### src/rtl/mdio_pkg.sv
// Shared constants and FSM encoding for the MDIO peripheral and its helpers.
// A frame is {ST, OP, PHYAD, REGAD, TA, DATA}: 32 bits, sent MSB first.
package mdio_pkg;

  localparam logic [1:0] ST_BITS = 2'b01;
  localparam logic [1:0] OP_WR   = 2'b01;
  localparam logic [1:0] OP_RD   = 2'b10;

  localparam int PHYAD_W = 5;
  localparam int REGAD_W = 5;
  localparam int TA_W    = 2;
  localparam int DATA_W  = 16;
  localparam int FRAME_W = 32;
  localparam int REG_W   = 16;

  // Index of the last frame bit belonging to each field (ST occupies bits 0..1).
  localparam logic [4:0] IDX_OP_END  = 5'd3;
  localparam logic [4:0] IDX_PHY_END = 5'd8;
  localparam logic [4:0] IDX_REG_END = 5'd13;
  localparam logic [4:0] IDX_TA1     = 5'd14;
  localparam logic [4:0] IDX_TA_END  = 5'd15;
  localparam logic [4:0] IDX_LAST    = 5'd31;

  typedef enum logic [2:0] {
    S_IDLE   = 3'd0,
    S_OP     = 3'd1,
    S_PHYAD  = 3'd2,
    S_REGAD  = 3'd3,
    S_TA     = 3'd4,
    S_WDATA  = 3'd5,
    S_RDATA  = 3'd6,
    S_IGNORE = 3'd7
  } state_t;

endpackage

### src/rtl/mdio_edge_det.sv
// MDC edge detector: registers MDC once per CLK and flags single-cycle rise/fall.
// MDC is CLK-synchronous, so no synchronizer stage is needed.
module mdio_edge_det (
  input  logic clk,
  input  logic reset_n,
  input  logic mdc,
  output logic rise,
  output logic fall
);

  logic mdc_q;

  always_ff @(posedge clk) begin
    if (!reset_n) mdc_q <= 1'b0;
    else          mdc_q <= mdc;
  end

  assign rise = mdc & ~mdc_q;
  assign fall = ~mdc & mdc_q;

endmodule

### src/rtl/mdio_peripheral.sv
// PHY-side MDIO responder: deframes controller frames, strobes writes, serves reads.
// Define MDIO_PREAMBLE_EN to require 32 consecutive ones before ST is accepted.
// Handshake: WR_STB/RD_STB are single-CLK pulses with no back-pressure; RD_DATA
// must be valid the CLK after RD_STB and is captured one CLK later.
module mdio_peripheral
  import mdio_pkg::*;
#(
  parameter logic [4:0] PHY_ADDR = 5'd1
) (
  input  logic             CLK,
  input  logic             RESET,
  input  logic             MDC,
  input  logic             MDIO_OUT,
  input  logic             MDIO_OE,
  output logic             MDIO_IN,
  output logic             MDIO_IN_OE,
  output logic [4:0]       ADDR,
  output logic [REG_W-1:0] WR_DATA,
  output logic             WR_STB,
  output logic             RD_STB,
  input  logic [REG_W-1:0] RD_DATA,
  output logic             BUS_COLL,
  output state_t           dbg_state
);

  logic             rise, fall;
  state_t           state, state_nx;
  logic [4:0]       cnt, cnt_nx, idx;
  logic             last_bit;
  logic [REG_W-1:0] rx_sh, tx_sh, new_bits;
  logic             is_rd, rd_cap, pre_ok, st_hit;
  logic             op_load, addr_load, rd_req, wr_load, ta_drive, shift_out, drop_oe;

  mdio_edge_det u_edge (
    .clk     (CLK),
    .reset_n (RESET),
    .mdc     (MDC),
    .rise    (rise),
    .fall    (fall)
  );

  // idx is the frame position of the bit being sampled on this rise.
  assign idx       = cnt + 5'd1;
  assign new_bits  = {rx_sh[REG_W-2:0], MDIO_OUT};
  assign st_hit    = (state == S_IDLE) && rise && ({last_bit, MDIO_OUT} == ST_BITS) && pre_ok;
  assign dbg_state = state;

`ifdef MDIO_PREAMBLE_EN
  logic [5:0] pre_cnt;
  logic       pre_ok_q;

  // pre_ok_q latches "32 ones were seen" on the 0 that starts ST.
  always_ff @(posedge CLK) begin
    if (!RESET) begin
      pre_cnt  <= 6'd0;
      pre_ok_q <= 1'b0;
    end else if (rise && state == S_IDLE) begin
      if (MDIO_OUT) begin
        if (pre_cnt != 6'd32) pre_cnt <= pre_cnt + 6'd1;
        if (st_hit) pre_ok_q <= 1'b0;
      end else begin
        pre_ok_q <= (pre_cnt == 6'd32);
        pre_cnt  <= 6'd0;
      end
    end
  end

  assign pre_ok = pre_ok_q;
`else
  assign pre_ok = 1'b1;
`endif

  always_ff @(posedge CLK) begin
    if (!RESET) begin
      state <= S_IDLE;
      cnt   <= 5'd0;
    end else begin
      state <= state_nx;
      cnt   <= cnt_nx;
    end
  end

  always_comb begin
    state_nx = state;
    cnt_nx   = cnt;
    case (state)
      S_IDLE: begin
        if (st_hit) begin
          state_nx = S_OP;
          cnt_nx   = 5'd1;
        end
      end
      S_OP: begin
        if (rise) begin
          cnt_nx = idx;
          if (idx == IDX_OP_END)
            state_nx = (new_bits[1:0] == OP_WR || new_bits[1:0] == OP_RD) ? S_PHYAD : S_IGNORE;
        end
      end
      S_PHYAD: begin
        if (rise) begin
          cnt_nx = idx;
          if (idx == IDX_PHY_END)
            state_nx = (new_bits[4:0] == PHY_ADDR) ? S_REGAD : S_IGNORE;
        end
      end
      S_REGAD: begin
        if (rise) begin
          cnt_nx = idx;
          if (idx == IDX_REG_END) state_nx = S_TA;
        end
      end
      S_TA: begin
        if (rise) begin
          cnt_nx = idx;
          if (idx == IDX_TA_END) state_nx = is_rd ? S_RDATA : S_WDATA;
        end
      end
      // Read frames stay in RDATA until the fall after the last rise releases the bus.
      S_RDATA: begin
        if (rise && cnt != IDX_LAST) cnt_nx = idx;
        if (fall && cnt == IDX_LAST) begin
          state_nx = S_IDLE;
          cnt_nx   = 5'd0;
        end
      end
      S_WDATA, S_IGNORE: begin
        if (rise) begin
          if (idx == IDX_LAST) begin
            state_nx = S_IDLE;
            cnt_nx   = 5'd0;
          end else begin
            cnt_nx = idx;
          end
        end
      end
      default: begin
        state_nx = S_IDLE;
        cnt_nx   = 5'd0;
      end
    endcase
  end

  always_comb begin
    op_load   = (state == S_OP) && rise && (idx == IDX_OP_END);
    addr_load = (state == S_REGAD) && rise && (idx == IDX_REG_END);
    rd_req    = addr_load && is_rd;
    wr_load   = (state == S_WDATA) && rise && (idx == IDX_LAST);
    ta_drive  = (state == S_TA) && fall && is_rd && (cnt == IDX_TA1);
    shift_out = (state == S_RDATA) && fall && (cnt >= IDX_TA_END) && (cnt < IDX_LAST);
    drop_oe   = (state == S_RDATA) && fall && (cnt == IDX_LAST);
  end

  always_ff @(posedge CLK) begin
    if (!RESET) begin
      last_bit   <= 1'b1;
      rx_sh      <= '0;
      tx_sh      <= '0;
      is_rd      <= 1'b0;
      rd_cap     <= 1'b0;
      ADDR       <= 5'd0;
      WR_DATA    <= '0;
      WR_STB     <= 1'b0;
      RD_STB     <= 1'b0;
      MDIO_IN    <= 1'b0;
      MDIO_IN_OE <= 1'b0;
      BUS_COLL   <= 1'b0;
    end else begin
      WR_STB   <= wr_load;
      RD_STB   <= rd_req;
      rd_cap   <= RD_STB;
      BUS_COLL <= BUS_COLL | (MDIO_OE & MDIO_IN_OE);
      if (rise) rx_sh <= new_bits;
      if (rise && state == S_IDLE) last_bit <= MDIO_OUT;
      if (op_load) is_rd <= (new_bits[1:0] == OP_RD);
      if (addr_load) ADDR <= new_bits[4:0];
      if (wr_load) WR_DATA <= new_bits;
      if (rd_cap) begin
        tx_sh <= RD_DATA;
      end else if (shift_out) begin
        tx_sh <= {tx_sh[REG_W-2:0], 1'b0};
      end
      if (ta_drive) begin
        MDIO_IN_OE <= 1'b1;
        MDIO_IN    <= 1'b0;
      end else if (shift_out) begin
        MDIO_IN <= tx_sh[REG_W-1];
      end else if (drop_oe) begin
        MDIO_IN_OE <= 1'b0;
        MDIO_IN    <= 1'b0;
      end
    end
  end

endmodule

### config.mk
export PLATFORM = sky130hd
export DESIGN_NAME = mdio_peripheral
export DESIGN_NICKNAME = d
export VERILOG_FILES = /design/src/rtl/mdio_pkg.sv /design/src/rtl/mdio_edge_det.sv /design/src/rtl/mdio_peripheral.sv
export SDC_FILE = /design/constraint.sdc
export NUM_CORES = 1
export LEC_CHECK = 0
export CAP_MARGIN = 40
export CORE_ASPECT_RATIO = 0.8
export CORE_MARGIN = 5
export CORE_UTILIZATION = 54
export DETAILED_ROUTE_END_ITERATION = 12
export PLACE_DENSITY = 0.87
export SETUP_SLACK_MARGIN = 0.02
export SLEW_MARGIN = 5
export SYNTH_ARGS = -nofsm -noshare
export SYNTH_HDL_FRONTEND = slang
export SYNTH_SLANG_ARGS = --single-unit
### constraint.sdc
create_clock -name CLK -period 3.8 [get_ports CLK]
set_input_delay 0.57 -clock CLK [delete_from_list [all_inputs] [get_ports CLK]]
set_output_delay 0.57 -clock CLK [all_outputs]
set_load 0.01 [all_outputs]
==> results of run 1 <==
[flip-flops by register name, summed over array words and instances, names as in the netlist]
signal,flops
last_bit,1
WR_STB,1
BUS_COLL,1
tx_sh,16
is_rd,1
rx_sh,15
WR_DATA,16
MDIO_IN_OE,1
cnt,5
RD_STB,1
rd_cap,1
MDIO_IN,1
u_edge.mdc_q,1
dbg_state,3
ADDR,5
[worst reg2reg max path: cells and delay by family (launching register included)]
family,cells,cell delay (ps)
compound gates,3,1150
fa+ha+maj,2,720
flops,1,510
simple gates,2,480
[kinds of logic (layout without fill, tap and decap cells)]
| group | count (synthesis) | after routing | synth area share (%) |
|---|---|---|---|
| compound gates | 82 | 82 | 18.0 |
| xor+xnor | 3 | 3 | 0.785 |
| fa+ha+maj | 8 | 8 | 2.99 |
| buf+inv | 40 | 83 | 5.16 |
| flops | 69 | 69 | 41.3 |
| mux | 40 | 40 | 12.0 |
| simple gates | 138 | 138 | 19.8 |
[per-layer routing]
metal	track usage, %	vias to the layer above	routed length [microns]
li1	-	1427	-
met1	28.2	1405	3690
met2	36.9	101	3910
met3	6.94	8	525
met4	6.22	0	61
met5	0	-	0
[cells in the mapped netlist, types with 2 or more instances]
master | n | area (sq um)
a2111o_1 | 2 | 22.5
nor2_1 | 43 | 161
dfxtp_1 | 69 | 1380
nor3b_1 | 2 | 15.0
nand3b_1 | 2 | 15.0
inv_1 | 12 | 45.0
o21ai_0 | 9 | 45.0
and2_1 | 5 | 31.3
ha_1 | 8 | 100
mux2i_1 | 40 | 400
nor2b_1 | 4 | 25.0
o31a_1 | 2 | 17.5
o41ai_1 | 3 | 26.3
or2_2 | 2 | 12.5
nand3_1 | 5 | 25.0
a211oi_1 | 20 | 150
a2111oi_4 | 2 | 55.1
nor4_1 | 4 | 25.0
nand4_1 | 4 | 25.0
a21oi_1 | 26 | 130
xor2_1 | 2 | 17.5
buf_2 | 9 | 45.0
nand2b_1 | 4 | 25.0
nand2_1 | 47 | 176
clkbuf_1 | 14 | 52.6
a221oi_1 | 2 | 17.5
nor4b_1 | 3 | 26.3
and3_1 | 3 | 18.8
nor3_1 | 2 | 10.0
and3b_1 | 2 | 17.5
buf_1 | 2 | 7.51
[worst paths after layout]
| path | to | slack (ps) | cells after the start |
|---|---|---|---|
| worst max-delay path | cnt[2] | 840 | 7 |
| worst min-delay path | tx_sh[0] | 450 | 2 |
| worst max register to register | cnt[2] | 840 | 7 |
| worst min register to register | tx_sh[0] | 450 | 2 |
[placed cells by master (no fill, tap or decap), drive strengths merged, types with 4 or more instances in the layout]
cell and n:
nor4 4, ha 8, dfxtp 69, and2 5, buf 6, nand2b 4, clkbuf 9, nor2 43
nand2 48, mux2i 40, nand3 5, nor2b 5, inv 12, a211oi 20, clkdlybuf4s50 49, nand4 4
a21oi 26, o21ai 10
[power by group through the flow]
stage               Clock [uW]  Sequential [uW]  Combinational (uW)
CTS                        654              733                76.1
global route               694              734                83.8
floorplan                    0              747                41.4
global placement             0              750                74.0
detailed placement           0              750                74.8
finish                     642              734                76.6
[cell type report]
class                   count  area (sq um)
flip-flops and latches     69          1380
fillers                   491          1900
repair buffers             55           536
multi-input cells         271          1790
inverters                  13          48.8
well taps                  81           101
clock buffers               9           124
clock inverters             6          88.8
[per-stage QoR]
| step | cells | hold slack (ps) | worst slack (ps) | total power, uW |
|---|---|---|---|---|
| floorplan | 380 | 432 | 1070 | 788 |
| global placement | 489 | 442 | 1030 | 824 |
| detailed placement | 489 | 451 | 892 | 825 |
| CTS | 504 | 452 | 889 | 1460 |
| global route | 504 | 467 | 561 | 1510 |
| finish | 504 | 454 | 838 | 1450 |
==> results by group, run 1 <==
Worst setup path
  – Most common cell on crit path: ha_1
  – Crit-path slowest cell: a211oi_1
  – CP endpoint kind: flip-flop
  – CP Launch Type: flip-flop
  – Critical Path RT: between 4000 and 5000 ps
  – Critical-path maximum fanout: 10
  – Worst path cell trace: ha_1, and3_1, ha_1, nand2b_1, a211oi_1, a2111oi_0, a311o_1
  – Crit path max-delay family: compound AO/OA/AOI/OAI gates
  – Worst Path Arrival: 3200 ps
  – R2r startpoint: cnt[1]
  – CP startpoint: cnt[1]
  – CP bufs+invs: 0
  – CP Class: reg2reg
  – Delay of the slowest critical-path stage: about 570 ps

Timing
  – F_max: 338 MHz
  – Worst Max-Slew Pin Slew: between 800 and 900 ps
  – Crit share post-route: 78.0%
  – Min cycle time layout: approximately 3000 ps
  – Final hold violation count: 0
  – Clk_skew: a little under 9 ps
  – Final Setup Violations: 0
  – Setup repair after global routing missed its margin: no
  – Setup TNS: 0 ps
  – Relative slew slack: 43.2%
  – Fin. max-slew vios: 0

Global route
  – Largest net degree at the start of global routing: 44
  – First-pass GRT wire length: 14200 microns
  – Vias in the first global route: between 2000 and 3000
  – Initial antenna violation count: 0
  – GRT Total Usage: between 20% and 30%
  – GRT overflow: 0

Clock tree
  – Worst-Skew Late Latency: ~350 ps
  – Setup Fix Bufs, Post-CTS: 0
  – Clock root buffer: clkbuf_8
  – H-tree levels: 3
  – Post-CTS Resized: 0
  – Clock transition at the registers of the reported paths: about 80 ps
  – Max clock buf depth: 2
  – CTS tree: done
  – Clk sinks: 69
  – CTS hold repair buffers: 0
  – TritonCTS Buffers: 9

Logic synthesis
  – Number of synthesized register bits: 69
  – Post-synth net total: 409
  – Mapped Cells: 380
  – Post-synth ARST share: 0%
  – Synth cell types: 57
  – Most common flop cell mapped by yosys: dfxtp_1
  – Register area share after synthesis: 41.3%
  – Synth warn: 0
  – Mapped cell area: 3350 sq um
  – Post-synth EDFFs: 0
  – Syn Area/Cell: 8.80 sq um

Floorplan
  – # rows: 25
  – DIE AREA: a little under 8000 sq um
  – Ports: 50
  – Starting Density: 56.0%
  – Die H: slightly above 80 microns
  – Chip width: just under 100 microns
  – Core region area: between 5000 and 6000 sq um

Pwr
  – Sequential Power Share: 50.5%
  – Gate power share: between 5 and 6%
  – VDD IR-drop max: roughly 0.00033 V
  – Pleak: 0.00147 uW
  – Sw Share: between 20% and 30%
  – Switch Pwr: between 300 and 400 uW
  – PwrDens: between 300 and 400 nW/um^2
  – Clock power frac: about 44%
  – Int Pwr: between 1000 and 1500 uW

Final layout
  – Ant diodes: 0
  – Final nets: 448
  – Layout cells sized above 1: 7.09%
  – Synth-to-layout area growth: 21.7%
  – Final Core Density: roughly two thirds
  – Post-route design area: just over 4000 sq um

Placement
  – Post-DP Area: between 3000 and 4000 sq um
  – Buffers on Ports: 49
  – DPL Wire Length: around 5500 microns
  – Final Wtd Congestion: between 0.8 and 0.9

Routing
  – Detailed Route WL: 8190 microns
  – Remaining DRCs: 0
  – First-pass DRT Iterations: 5
  – WL/cell: 16.3 microns
  – Via count: slightly below 3000
  – DR iter-0 viols: 243
  – Antenna viol nets, final: 0
  – Drt via density: approximately 6

Worst hold path
  – Min-Delay Path Class: reg2reg
  – Hold wc startpoint: rd_cap

Run status
  – Status: finished, final reports clean

Run
  – MaxCap Viol Count: 0
Note: power is estimated with default switching activity, not from simulation.
==> run 2: changes to the inputs <==
clock period = 3.04 ns   (was 3.8 ns; I/O delays follow)
==> run 2 against run 1 <==
  * First-iteration DRC count decreased by 28%
  * Power increased by 18%
  * Fmax increased by 4.6%
  * Largest power group unchanged
  * Worst hold slack about the same
  * Die area unchanged
  * Non-clock buffer count increased by 5
  * Combinational power increased by 27%
  * Global-route usage decreased by 0.72 points
  * Largest cell class unchanged
  * Wire length decreased by 1.9%
==> results by group, run 2 (synthesis results as in run 1) <==
Routing
  – WL/cell: between 15 and 20 microns
  – Drt via density: between 5 and 6
  – Via count: approximately 2900
  – Detailed Route WL: between 8000 and 9000 microns
  – First-pass DRT Iterations: 4
  – DR iter-0 viols: 174
  – Antenna viol nets, final: 0
  – Remaining DRCs: 0

Timing
  – Clk_skew: around 7.7 ps
  – Setup repair after global routing missed its margin: no
  – F_max: about 350 MHz
  – Final Setup Violations: 0
  – Relative slew slack: between 40% and 50%
  – Crit share post-route: between 90 and 100%
  – Setup TNS: 0 ps
  – Fin. max-slew vios: 0
  – Worst hold margin: around 450 ps
  – Worst Max-Slew Pin Slew: around 860 ps
  – Min cycle time layout: ~2800 ps
  – Final hold violation count: 0

Placement
  – Final Wtd Congestion: about 0.98
  – DPL Wire Length: approximately 5500 microns
  – Buffers on Ports: ~50

Pwr
  – Int Pwr: 1290 uW
  – Sw Share: around a quarter
  – Pleak: ~0.0015 uW
  – PwrDens: ~420 nW/um^2
  – Sequential Power Share: 53.7%
  – VDD IR-drop max: 0.000260 V
  – Clock power frac: just over 40%
  – Gate power share: around 5.7%
  – Switch Pwr: 416 uW
  – Pwr Total: 1710 uW

Worst hold path
  – WHS Path Cells: 2
  – Hold wc startpoint: rd_cap
  – Min-Delay Path Class: reg2reg
  – Hold path endpoint: tx_sh[0]

Clock tree
  – Worst-Skew Late Latency: ~350 ps
  – CTS hold repair buffers: 0
  – Clock transition at the registers of the reported paths: ~70 ps
  – TritonCTS Buffers: 9
  – Max clock buf depth: 2
  – Setup Fix Bufs, Post-CTS: 0
  – Clock root buffer: clkbuf_8
  – H-tree levels: 3
  – CTS tree: done
  – Post-CTS Resized: 0
  – Clk sinks: just under 70

Global route
  – Largest net degree at the start of global routing: 38
  – GRT overflow: 0
  – Initial antenna violation count: 0
  – GRT Total Usage: between 20% and 30%
  – Vias in the first global route: roughly 2800
  – First-pass GRT wire length: between 10000 and 15000 microns

Run
  – MaxCap Viol Count: 0

Worst setup path
  – Worst path cell trace: ha_1, and3_1, ha_1, nand2b_1, a2111oi_4, buf_4, mux2i_1, nor2_1
  – R2R depth: 8
  – RR Endpoint: WR_DATA[1]
  – Critical Path RT: 3270 ps
  – Delay of the slowest critical-path stage: approximately 500 ps
  – R2r startpoint: cnt[1]
  – CP endpoint kind: flip-flop
  – Worst Path Arrival: roughly 3100 ps
  – CP Class: reg2reg
  – CP Launch Type: flip-flop
  – Most common cell on crit path: ha_1
  – Setup slack, reg-to-reg: 210 ps
  – Crit-path slowest cell: dfxtp_1
  – Critical-path maximum fanout: 16

Floorplan
  – Starting Density: a little under three fifths
  – Ports: 50
  – DIE AREA: a little under 8000 sq um
  – Core region area: 5970 sq um
  – Die H: between 80 and 90 microns
  – Chip width: approximately 100 microns
  – # rows: 25

Final layout
  – Commonest non-fill, non-tap cell in the layout: dfxtp_1
  – Area occupied by registers: between 1000 and 1500 sq um
  – Largest registers: WR_DATA (16), tx_sh (16), rx_sh (15)
  – Layout cells sized above 1: under 10%
  – Ant diodes: 0
  – Final nets: about 450
  – Synth-to-layout area growth: 22.0%
  – Multi-input gate area: 1790 sq um
  – Fillers: around 460
  – Most frequent cells in the layout: dfxtp_1, clkdlybuf4s50_1, nand2_1

Run status
  – Status: finished, final reports clean
run 2: cell types whose count changed in the layout (fill, tap and decap cells not counted), sizes merged:
cell	previous run	this run
buf	6	11
bufinv	2	0
clkbuf	9	11
clkinv	3	5
clkinvlp	2	1
run 2: cell type report:
type                            count  share of cell area [%]
Clock buffer                       11                    3.71
Sequential cell                    69                    33.8
Multi-Input combinational cell    271                    43.9
Tap cell                           81                    2.48
Inverter                           13                    1.20
Timing Repair Buffer               60                    14.0
Clock inverter                      5                   0.858
run 2: worst max-delay path, delay by kind of cell (launching register included):
kind / cells / cell delay (ps)
buffers and inverters: 1 / 350
AND/OR/NAND/NOR: 3 / 530
flip-flops: 1 / 510
adder cells (fa/ha/maj): 2 / 720
AO/OA/AOI/OAI: 1 / 340
multiplexers: 1 / 250
run 2: through the flow:
step | worst slack, ps | instances | cell area [sq um] | util, %
4_1_cts | 258 | 510 | 4080 | 68.3
2_1_floorplan | 312 | 380 | 3350 | -
3_3_place_gp | 425 | 494 | 3900 | 65.2
6_report | 209 | 510 | 4080 | 68.3
5_1_grt | 44.4 | 510 | 4080 | 68.3
3_5_place_dp | 254 | 494 | 3900 | 65.2
run 2: layer usage:
metal  global-route usage (%)  vias to the layer above  wire length (microns)
met5                        0                        -                      0
met2                     33.7                      111                   3590
met1                     27.3                     1377                   3710
met3                     7.81                       13                    615
li1                         -                     1436                      -
met4                     8.30                        0                    123
run 2: worst max path at each step:
| stage | start | to | slack (ps) | depth (start not counted) |
|---|---|---|---|---|
| after global routing | cnt[1] | WR_DATA[1] | 40 | 8 |
| after global placement | cnt[1] | WR_DATA[3] | 420 | 8 |
| after CTS | cnt[1] | WR_DATA[1] | 260 | 8 |
| after floorplan | cnt[1] | WR_DATA[10] | 310 | 10 |
| final | cnt[1] | WR_DATA[1] | 210 | 8 |
| after detailed placement | cnt[1] | WR_DATA[1] | 250 | 8 |
run 2: power by group through the flow:
stage | logic (uW) | clock network [uW] | registers (uW)
after floorplan | 51.8 | 0 | 933
after global placement | 94.3 | 0 | 937
after detailed placement | 95.2 | 0 | 938
after CTS | 96.5 | 709 | 917
after global routing | 105 | 759 | 918
final | 97.4 | 693 | 917
==> run 3: changes to the inputs <==
CORE_MARGIN = 8   (was 5)
RECOVER_POWER = 25   (was not set)
==> run 3 against run 2 <==
  * First-iteration DRC count increased by 0.57%
  * Sequential power hardly changed
  * Clock skew rose by 0.60 ps
  * Global-route usage decreased by 2.9 points
  * Power is 4.0% higher
  * Critical path type unchanged
  * Non-clock buffer count decreased by 2
  * Combinational power about the same
  * Worst hold slack got worse by 7.2 ps
  * Setup slack improved by 11 ps
  * Fmax increased by 0.39%
==> results by group, run 3 (synthesis results as in run 1) <==
Pwr
  – Pleak: around 0.0015 uW
  – PwrDens: 436 nW/um^2
  – VDD IR-drop max: approximately 0.00038 V
  – Pwr Total: 1780 uW

Floorplan
  – Ports: 50
  – Starting Density: a little under three fifths
  – Die H: ~86 microns
  – Chip width: 104 microns
  – # rows: 25
  – DIE AREA: 8990 sq um
  – Core region area: just under 6000 sq um

Final layout
  – Multi-input gate area: roughly 1800 sq um
  – Fillers: 480
  – Layout cells sized above 1: 7.26%
  – Final nets: 451
  – Ant diodes: 0
  – Area occupied by registers: ~1400 sq um
  – Commonest non-fill, non-tap cell in the layout: dfxtp_1
  – Final Core Density: ~70%
  – Largest registers: WR_DATA (16), tx_sh (16), rx_sh (15)
  – Synth-to-layout area growth: 21.8%
  – Most frequent cells in the layout: dfxtp_1, nand2_1, nor2_1, clkdlybuf4s50_1, mux2i_1

Timing
  – Setup repair after global routing missed its margin: yes
  – Relative slew slack: 44.4%
  – Crit share post-route: 92.8%
  – Clk_skew: 8.28 ps
  – Setup TNS: 0 ps
  – Fin. max-slew vios: 0
  – Worst Max-Slew Pin Slew: about 830 ps
  – Min cycle time layout: ~2800 ps
  – Final hold violation count: 0
  – Setup ws final: between 200 and 250 ps
  – Final Setup Violations: 0
  – F_max: 355 MHz

Clock tree
  – Setup Fix Bufs, Post-CTS: 0
  – Clock transition at the registers of the reported paths: ~80 ps
  – H-tree levels: 3
  – Max clock buf depth: 2
  – Worst-Skew Late Latency: 350 ps
  – Clock root buffer: clkbuf_8
  – Post-CTS Resized: 0
  – CTS hold repair buffers: 0
  – Clk sinks: slightly below 70
  – TritonCTS Buffers: 9
  – CTS tree: done

Worst setup path
  – Worst Path Arrival: 3030 ps
  – Critical Path RT: roughly 3300 ps
  – CP startpoint: cnt[1]
  – R2r startpoint: cnt[1]
  – Crit-path slowest cell: dfxtp_1
  – Delay of the slowest critical-path stage: around 490 ps
  – Critical-path maximum fanout: 16
  – Most common cell on crit path: ha_1
  – CP endpoint kind: flip-flop
  – Worst path cell trace: ha_1, and3_1, ha_1, nand2b_1, a2111oi_4, buf_4, mux2i_1, nor2_1
  – CP Class: reg2reg
  – Crit path max-delay family: adder cells
  – CP Launch Type: flip-flop
  – CP bufs+invs: 1

Placement
  – Final Wtd Congestion: ~0.93
  – DPL Wire Length: 5930 microns
  – Buffers on Ports: 49
  – Setup WS pre-CTS: 207 ps

Routing
  – Antenna viol nets, final: 0
  – First-pass DRT Iterations: 4
  – DR iter-0 viols: 175
  – Drt via density: between 5 and 6
  – WL/cell: roughly 16 microns
  – Detailed Route WL: 8360 microns
  – Via count: 2916
  – Remaining DRCs: 0

Global route
  – First-pass GRT wire length: between 10000 and 15000 microns
  – Initial antenna violation count: 0
  – GRT Total Usage: around a fifth
  – Largest net degree at the start of global routing: 57
  – GRT overflow: 0
  – Vias in the first global route: 2960

Run status
  – Status: finished, final reports clean

Run
  – MaxCap Viol Count: 0

Worst hold path
  – Hold wc startpoint: rd_cap
  – Min-Delay Path Class: reg2reg
==> run 3: cell types whose count changed in the layout (fill, tap and decap cells not counted), sizes merged <==
cell           delta
bufinv            +1
clkbuf            +3
dlygate4sd3       +6
buf               -5
clkinv            -3
inv               +1
clkdlybuf4s50     -6
clkinvlp          +1
==> run 3: worst register-to-register path, cell delays in order, from the launching register on <==
cell       delay [ps]
dfxtp_1           490
ha_1              400
and3_1            230
ha_1              320
nand2b_1          260
a2111oi_4         360
buf_4             340
mux2i_1           240
nor2_1             60
==> run 3: where the power goes <==
group          internal (uW)  switching (uW)  leakage, uW  total (uW)
Combinational           42.0            55.6     0.000839        97.6
Clock                    403             361    0.0000959         764
Sequential               907            8.29     0.000556         916
Total                   1350             425      0.00149        1780
==> run 3: through the flow <==
| step | instance area [sq um] | cells | hold WS, ps |
|---|---|---|---|
| after CTS | 4080 | 508 | 449 |
| final | 4080 | 508 | 447 |
| after global placement | 3880 | 492 | 436 |
| after global routing | 4080 | 508 | 495 |
| after floorplan | 3350 | 380 | 432 |
| after detailed placement | 3880 | 492 | 444 |
==> run 3: layout make-up <==
| class | instances | area share [%] |
|---|---|---|
| multi-input cells | 271 | 44.1 |
| well taps | 81 | 2.49 |
| clock buffers | 11 | 3.47 |
| clock inverters | 5 | 1.44 |
| repair buffers | 58 | 13.4 |
| inverters | 13 | 1.20 |
| flip-flops and latches | 69 | 33.9 |
==> run 3: worst paths after layout <==
kind	end	slack (ps)	depth (start not counted)
setup / recovery	WR_DATA[5]	220	8
hold / removal	tx_sh[0]	450	2
setup reg to reg	WR_DATA[5]	220	8
hold reg to reg	tx_sh[0]	450	2
==> run 3: per-layer routing <==
metal	track usage (%)	up-vias	routed length (microns)
li1	-	1434	-
met2	30.5	87	3940
met3	6.45	13	594
met4	6.03	0	102
met1	22.7	1382	3720
met5	0	-	0
